==> src/rtl/booth_pkg.sv <==
// Shared definitions for the sequential Booth multiplier: controller state
// encoding and the sizing rule for the step counter.
package booth_pkg;

    typedef enum logic [1:0] {
        ST_IDLE = 2'd0,
        ST_CALC = 2'd1,
        ST_DONE = 2'd2
    } state_t;

    // The counter must hold WIDTH+1, the number of Booth steps.
    function automatic int cnt_width(input int width);
        return $clog2(width + 2);
    endfunction

endpackage

==> src/rtl/booth_addsub.sv <==
// E-bit combinational adder/subtractor for the Booth accumulator.
// Subtraction is formed as a + ~m + 1 and wraps modulo 2^E.
module booth_addsub #(
    parameter int E = 9
) (
    input  logic [E-1:0] a,
    input  logic [E-1:0] m,
    input  logic         sub,
    output logic [E-1:0] result
);

    logic [E-1:0] m_sel;
    logic [E-1:0] carry_in;

    assign m_sel    = sub ? ~m : m;
    assign carry_in = {{(E-1){1'b0}}, sub};
    assign result   = a + m_sel + carry_in;

endmodule

==> src/rtl/booth_mult_seq.sv <==
// Sequential radix-2 Booth multiplier with start/done handshake. Operands are
// widened by one bit so signed and unsigned products share one datapath.
module booth_mult_seq
    import booth_pkg::*;
#(
    parameter int WIDTH = 8
) (
    input  logic               clk,
    input  logic               rst,
    input  logic               start,
    input  logic               signed_mode,
    input  logic [WIDTH-1:0]   multiplicand,
    input  logic [WIDTH-1:0]   multiplier,
    output logic               busy,
    output logic               done,
    output logic [2*WIDTH-1:0] product
);

    localparam int E  = WIDTH + 1;
    localparam int CW = cnt_width(WIDTH);

    state_t               state_reg;
    logic [E-1:0]         a_reg;
    logic [E-1:0]         q_reg;
    logic                 q1_reg;
    logic [E-1:0]         m_reg;
    logic [CW-1:0]        count_reg;
    logic                 busy_reg;
    logic                 done_reg;
    logic [2*WIDTH-1:0]   product_reg;

    logic [E-1:0]         m_ext;
    logic [E-1:0]         q_ext;
    logic                 do_op;
    logic                 do_sub;
    logic [E-1:0]         sum;
    logic [E-1:0]         a_next;
    logic [E-1:0]         a_shift;
    logic [E-1:0]         q_shift;

    // The extension bit is the sign in signed mode and zero otherwise.
    assign m_ext = {signed_mode & multiplicand[WIDTH-1], multiplicand};
    assign q_ext = {signed_mode & multiplier[WIDTH-1], multiplier};

    assign do_op  = q_reg[0] ^ q1_reg;
    assign do_sub = q_reg[0] & ~q1_reg;

    booth_addsub #(.E(E)) u_addsub (
        .a      (a_reg),
        .m      (m_reg),
        .sub    (do_sub),
        .result (sum)
    );

    assign a_next  = do_op ? sum : a_reg;
    assign a_shift = {a_next[E-1], a_next[E-1:1]};
    assign q_shift = {a_next[0], q_reg[E-1:1]};

    always_ff @(posedge clk) begin
        if (rst) begin
            state_reg   <= ST_IDLE;
            a_reg       <= '0;
            q_reg       <= '0;
            q1_reg      <= 1'b0;
            m_reg       <= '0;
            count_reg   <= '0;
            busy_reg    <= 1'b0;
            done_reg    <= 1'b0;
            product_reg <= '0;
        end else begin
            // busy and done trail the state by one cycle so they stay registered.
            busy_reg <= (state_reg == ST_CALC);
            done_reg <= (state_reg == ST_DONE);
            unique case (state_reg)
                ST_IDLE: begin
                    if (start) begin
                        m_reg     <= m_ext;
                        q_reg     <= q_ext;
                        a_reg     <= '0;
                        q1_reg    <= 1'b0;
                        count_reg <= CW'(E);
                        state_reg <= ST_CALC;
                    end
                end
                ST_CALC: begin
                    a_reg     <= a_shift;
                    q_reg     <= q_shift;
                    q1_reg    <= q_reg[0];
                    count_reg <= count_reg - CW'(1);
                    if (count_reg == CW'(1)) begin
                        product_reg <= {a_shift[WIDTH-1:0], q_shift};
                        state_reg   <= ST_DONE;
                    end
                end
                ST_DONE: begin
                    state_reg <= ST_IDLE;
                end
                default: begin
                    state_reg <= ST_IDLE;
                end
            endcase
        end
    end

    assign busy    = busy_reg;
    assign done    = done_reg;
    assign product = product_reg;

endmodule
==> config.mk <==
export PLATFORM = sky130hd
export DESIGN_NAME = booth_mult_seq
export DESIGN_NICKNAME = d
export VERILOG_FILES = /design/src/rtl/booth_pkg.sv /design/src/rtl/booth_addsub.sv /design/src/rtl/booth_mult_seq.sv
export SDC_FILE = /design/constraint.sdc
export NUM_CORES = 1
export LEC_CHECK = 0
export ABC_AREA = 1
export CORE_ASPECT_RATIO = 2
export CORE_MARGIN = 2
export CORE_UTILIZATION = 57
export CTS_BUF_LIST = sky130_fd_sc_hd__clkbuf_2
export CTS_CLUSTER_DIAMETER = 30
export DETAILED_ROUTE_END_ITERATION = 6
export HOLD_SLACK_MARGIN = 0.12
export PLACE_DENSITY = 0.83
export SETUP_SLACK_MARGIN = 0.05
export SKIP_CTS_REPAIR_TIMING = 1
export SYNTH_ARGS = -nofsm -noshare
export SYNTH_HDL_FRONTEND = slang
export SYNTH_HIERARCHICAL = 1
export SYNTH_SLANG_ARGS = --single-unit
==> constraint.sdc <==
create_clock -name clk -period 2.25 [get_ports clk]
set_input_delay 0.675 -clock clk [delete_from_list [all_inputs] [get_ports clk]]
set_output_delay 0.675 -clock clk [all_outputs]
set_load 0.01 [all_outputs]
# Yosys cells after proc, flatten, opt, wreduce, memory -nomap -nowiden
# Cells that the tools add are included.
# op_classes
n_mul,0
bitwise,6
n_shift,0
div,0
add_sub_neg,3
muxes,13
order_cmp,0
n_reduce_logical,6
eq_ne,5
# op_table
operator,count
9-bit 2-to-1 mux,4
9-bit case mux with 2 select lines,2
9-bit by 1-bit adder with 9-bit output,1
9-bit adder,1
9-bit inverter,1
4-bit case mux with 2 select lines,1
2-bit AND reduction,4
"4-bit by 1-bit == test with 1-bit output, second input constant",1
2-bit 2-to-1 mux,2
4-bit 2-to-1 mux,1
2-bit case mux with 2 select lines,1
"4-bit by 1-bit subtractor with 4-bit output, second input constant",1
1-bit AND,3
"2-bit by 1-bit == test with 1-bit output, second input constant",1
"2-bit == test, second input constant",1
2-bit logical NOT,1
"2-bit by 1-bit != test with 1-bit output, second input constant",1
"2-bit != test, second input constant",1
1-bit case mux with 2 select lines,1
2-bit nonzero test,1
1-bit 2-to-1 mux,1
1-bit inverter,1
1-bit bitwise XOR,1
# totals
memories,0
latchBits,0
wordCells,42
inputBits,20
regBits,52
rom_bits,0
ramBits,0
out_inout_bits,18

# Logic depth before layout (Yosys ltp)
# depth
depth_word,7
mapped_depth,18
ltp_nobuf,17

# By module
# The synthesis kept the hierarchy.
# by_module_without_submodules
mod,area_per_inst_um2,instances,seq_area_each_um2,cells_per_inst
booth_mult_seq,2223.4,1,1021.0,324
booth_addsub,526.8,1,0.0,89

# Least setup slack after synthesis
# OpenSTA, ideal clock, no wires.
# synth_timing
path_kind,reg-to-reg
start,register q1_reg
end,"register product_reg[14], in the netlist product[14]"
period_less_slack_ns,1.994
t_arrival_ns,1.882
stages_incl_launch_ff,14
setup_slack_ns,0.256
path_cell_list,dfxtp_1 > inv_1 > ha_1 > buf_6 > xnor2_1 > fa_1 > o21ai_2 > nand2_1 > nand3_1 > nand2_1 > nand2_1 > nand2_1 > nor2_1 > nor2_1
# synth_via
elab_chain_cells,6
word_cells_on_any_way,7
classes_between,add/sub (2); mux (2); bitwise (3)
# synth_rtl
element,line,text
start: declaration,booth_mult_seq.sv:25,logic q1_reg;
start signal: assignment,booth_mult_seq.sv:88,q1_reg <= q_reg[0];
1-bit inverter *,booth_mult_seq.sv:46,assign do_sub = q_reg[0] & ~q1_reg;
1-bit AND *,booth_mult_seq.sv:46,
via do_sub,booth_mult_seq.sv:35,logic do_sub;
9-bit 2-to-1 mux,booth_addsub.sv:15,assign m_sel = sub ? ~m : m;
9-bit adder,booth_addsub.sv:17,assign result = a + m_sel + carry_in;
9-bit by 1-bit adder with 9-bit output *,booth_addsub.sv:17,
via sum[6],booth_mult_seq.sv:36,logic [E-1:0] sum;
9-bit 2-to-1 mux *,booth_mult_seq.sv:55,assign a_next = do_op ? sum : a_reg;
end signal: assignment,booth_mult_seq.sv:91,"product_reg <= {a_shift[WIDTH-1:0], q_shift};"
end: declaration,booth_mult_seq.sv:30,logic [2*WIDTH-1:0] product_reg;
# Mark *: on every way through the listed nets, which the timed path passes. The rest lies on a longest branch.
# A chain may end at the register's enable or synchronous reset.

# Worst setup path after layout
# layout_timing
start,register q1_reg
end,register a_reg[7]
# layout_via
elab_chain_cells,7
word_cells_on_any_way,8
classes_between,add/sub (2); mux (3); bitwise (3)
# layout_rtl
element,line,text
1-bit inverter *,booth_mult_seq.sv:46,
1-bit AND *,booth_mult_seq.sv:46,
via do_sub,booth_mult_seq.sv:35,
9-bit 2-to-1 mux,booth_addsub.sv:15,
9-bit adder,booth_addsub.sv:17,
9-bit by 1-bit adder with 9-bit output *,booth_addsub.sv:17,
via sum[8],booth_mult_seq.sv:36,
9-bit 2-to-1 mux *,booth_mult_seq.sv:55,
9-bit case mux with 2 select lines *,booth_mult_seq.sv:74,unique case (state_reg)
end signal: assignment,booth_mult_seq.sv:86,a_reg <= a_shift;
end: declaration,booth_mult_seq.sv:23,logic [E-1:0] a_reg;
# Marks and branches as above.

==> flow_summary.ini <==
[sta]
period_needed_ns = 2.22
fin_setup_tns_ns = 0
slew_violations = 0
fin_crit_sh_pct = 98.8
tightest_slew_ns = 0.474
hold_violations = 0
finalClockSkew_ns = 0.00979
max_freq_mhz = 450
finalSetupViolCount = 0
rsz0062_at_grt = true
hold_ws_ns = 0.497
maxSlewHeadroom_pct = 68.3

[drt]
initialDrtViolationCount = 71
drcViolationCount = 0
viasPerCell = 5.35
vias = 2745
drtAntennaViolNets = 0
wl_per_cell_um = 13.8
finalWirelength_um = 7080
first_pass_iters = 4

[worst_setup_path]
timing.rr.end = a_reg[7]
r2r_cells = 15
crit_cells = 15
critPathCapture = a_reg[7]
cp_num_buf_inv = 3
path_common_cell = nand2_1
cpLargestDelayFamily = simple AND/OR/NAND/NOR gates
rrSetupSlack_ns = 0.03
crit_type = reg -> reg
crit_fanout = 8
crit_arrival_ns = 2.61
r2r-start = q1_reg
max_stage_delay_ns = 0.40
cp-start-kind = flip-flop
cp.required_ns = 2.64
crit_chain = inv_2, ha_4, buf_8, xor2_1, ha_2, nand2_1, nand2_1, inv_1, nor2_1, nor2_2, nand2_1, nand2_1, nand2_1, nand3_1, a21oi_1
crit_path_end_kind = flip-flop
worst_path_max_delay_cell = dfxtp_2
startpoint = q1_reg

[power]
p_switching_w = 0.000737
p_sw_share_pct = 32.4
combinationalPowerShare_pct = 27.5
irDropWorstVdd_v = 0.000519
seqPwrFrac_pct = 45.6
p_int_w = 0.00154
p_per_area_mw_per_mm2 = 673
pwr-share-clk_pct = 26.9
total_power_w = 0.00228
leakage_nw = 1.69

[placement]
gp_congestion = 0.858
postPlaceCellArea_mm2 = 0.00317
post-dp-hpwl_um = 4890
io_buffers = 37

[clock_tree]
cts_root_buf = clkbuf_2
cts_tree = built
clock_tree.buffer_depth = 2
path_clk_slew_ns = 0.27
cts_sinks = 51
clock_latency_ns = 0.44
cts_buffers = 5
htree_levels = 2

[synth]
yosysTopAreaCell = dfxtp_1
synth_warnings = 6
synth.distinct_cells = 27
netlist_top_cells_area = dfxtp_1, nand2_1, nor2_1
synth-main-ff-cell = dfxtp_1
netlist_area_mm2 = 0.00275
synth_top_area_share_pct = 37.1
seq_area_frac_synth_pct = 37.1
synthTopCellsByCount = nand2_1, nor2_1, dfxtp_1
avgSynthCellArea_um2 = 6.66
ys_ff_latch = 51
async_flop_share_pct = 0
netlist_instances = 413
syn_nets = 444
synth-edff-count = 0
yosysMostFrequentCell = nand2_1

[global_routing]
antenna_found_initial = 0
grt_usage_pct = 27.4
grt.overflow.total = 0
grt_pass1_vias = 2674
grt_max_degree = 29
grt_pass1_wl_um = 11100

[run_status]
status = finished, final reports clean

[final_layout]
final_util_pct = 72.9
regArea_mm2 = 0.00102
n_fill_cell = 393
postLayoutCellArea_mm2 = 0.00338
largest_reg_flops = 16
diodes = 0
layout-drive-gt1-share_pct = 12.7
layout.nets = 488
multi_input_area_mm2 = 0.00152
area_growth_pct = 23.0

[hold_path]
hold_path_class = reg -> reg

[floorplan]
initial_core_util_pct = 59.2
dieHeight_um = 102
dieWidth_um = 53.1
ios = 38
design.core.area_mm2 = 0.00464
die_area_mm2 = 0.00543
row_count = 35

[flow_run]
maxCapViolations = 0
tightest hold or removal path, delay by kind of cell, from the launching register on:
kind | cells | cell delay [ns]
flip-flops | 1 | 0.39
AND/OR/NAND/NOR | 2 | 0.11
cell type report:
| type | instances | share of cell area (%) |
|---|---|---|
| tap | 55 | 2.03 |
| timing repair buffer | 52 | 14.5 |
| inverter | 49 | 5.44 |
| clock inverter | 3 | 2.00 |
| sequential | 51 | 30.3 |
| clock buffer | 5 | 0.740 |
| multi-input combinational | 298 | 45.0 |
routing by layer:
metal  global-route usage, %  routed length (µm)
met5                       0                   0
met4                    18.5                 420
met3                    3.65                 244
met2                    51.2                3870
met1                    25.9                2550
worst min-delay path by stage:
stage               startpoint  endpoint  slack [ns]  cells after the start
floorplan               q1_reg    q1_reg        0.44                      2
global route            q1_reg    q1_reg        0.52                      2
detailed placement      q1_reg    q1_reg        0.48                      2
CTS                     q1_reg    q1_reg        0.50                      2
global placement        q1_reg    q1_reg        0.45                      2
finish                  q1_reg    q1_reg        0.50                      2
stage by stage:
stage / cells / setup WS (ns)
2_1_floorplan: 413 / 0.256
3_3_place_gp: 501 / 0.0739
3_5_place_dp: 501 / 0.0159
4_1_cts: 509 / -0.0138
5_1_grt: 513 / -0.0875
6_report: 513 / 0.0277
power groups by stage:
stage	Combinational, W	Sequential [W]	Clock (W)
2_1_floorplan	0.000385	0.00104	0
6_report	0.000625	0.00104	0.000613
5_1_grt	0.000691	0.00105	0.000646
3_3_place_gp	0.000550	0.00105	0
4_1_cts	0.000572	0.00103	0.000609
3_5_place_dp	0.000567	0.00105	0
cells by family (layout without fill, tap and decap cells):
| family | after synthesis | after routing | share of synthesized area, % |
|---|---|---|---|
| simple gates | 253 | 253 | 38.7 |
| buf+inv | 64 | 109 | 10.3 |
| flops | 51 | 51 | 37.1 |
| compound gates | 21 | 21 | 4.19 |
| xor+xnor | 13 | 13 | 4.41 |
| fa+ha+maj | 11 | 11 | 5.28 |
cell usage in the layout (no fill, tap or decap), types with 3 or more instances in the layout:
cell type and instances:
clkbuf_2 5, xor2_2 3, xor2_1 7, inv_1 43, o21ai_2 3, nand4_1 8, clkdlybuf4s50_1 37, o21ai_0 9
nand3_1 28, inv_2 4, nand2_2 8, ha_1 7, a21oi_1 6, nor2_1 69, nor2_2 4, nor2_4 3
buf_4 14, dfxtp_1 49, nand2_1 130
Note: power is estimated with default switching activity, not from simulation.
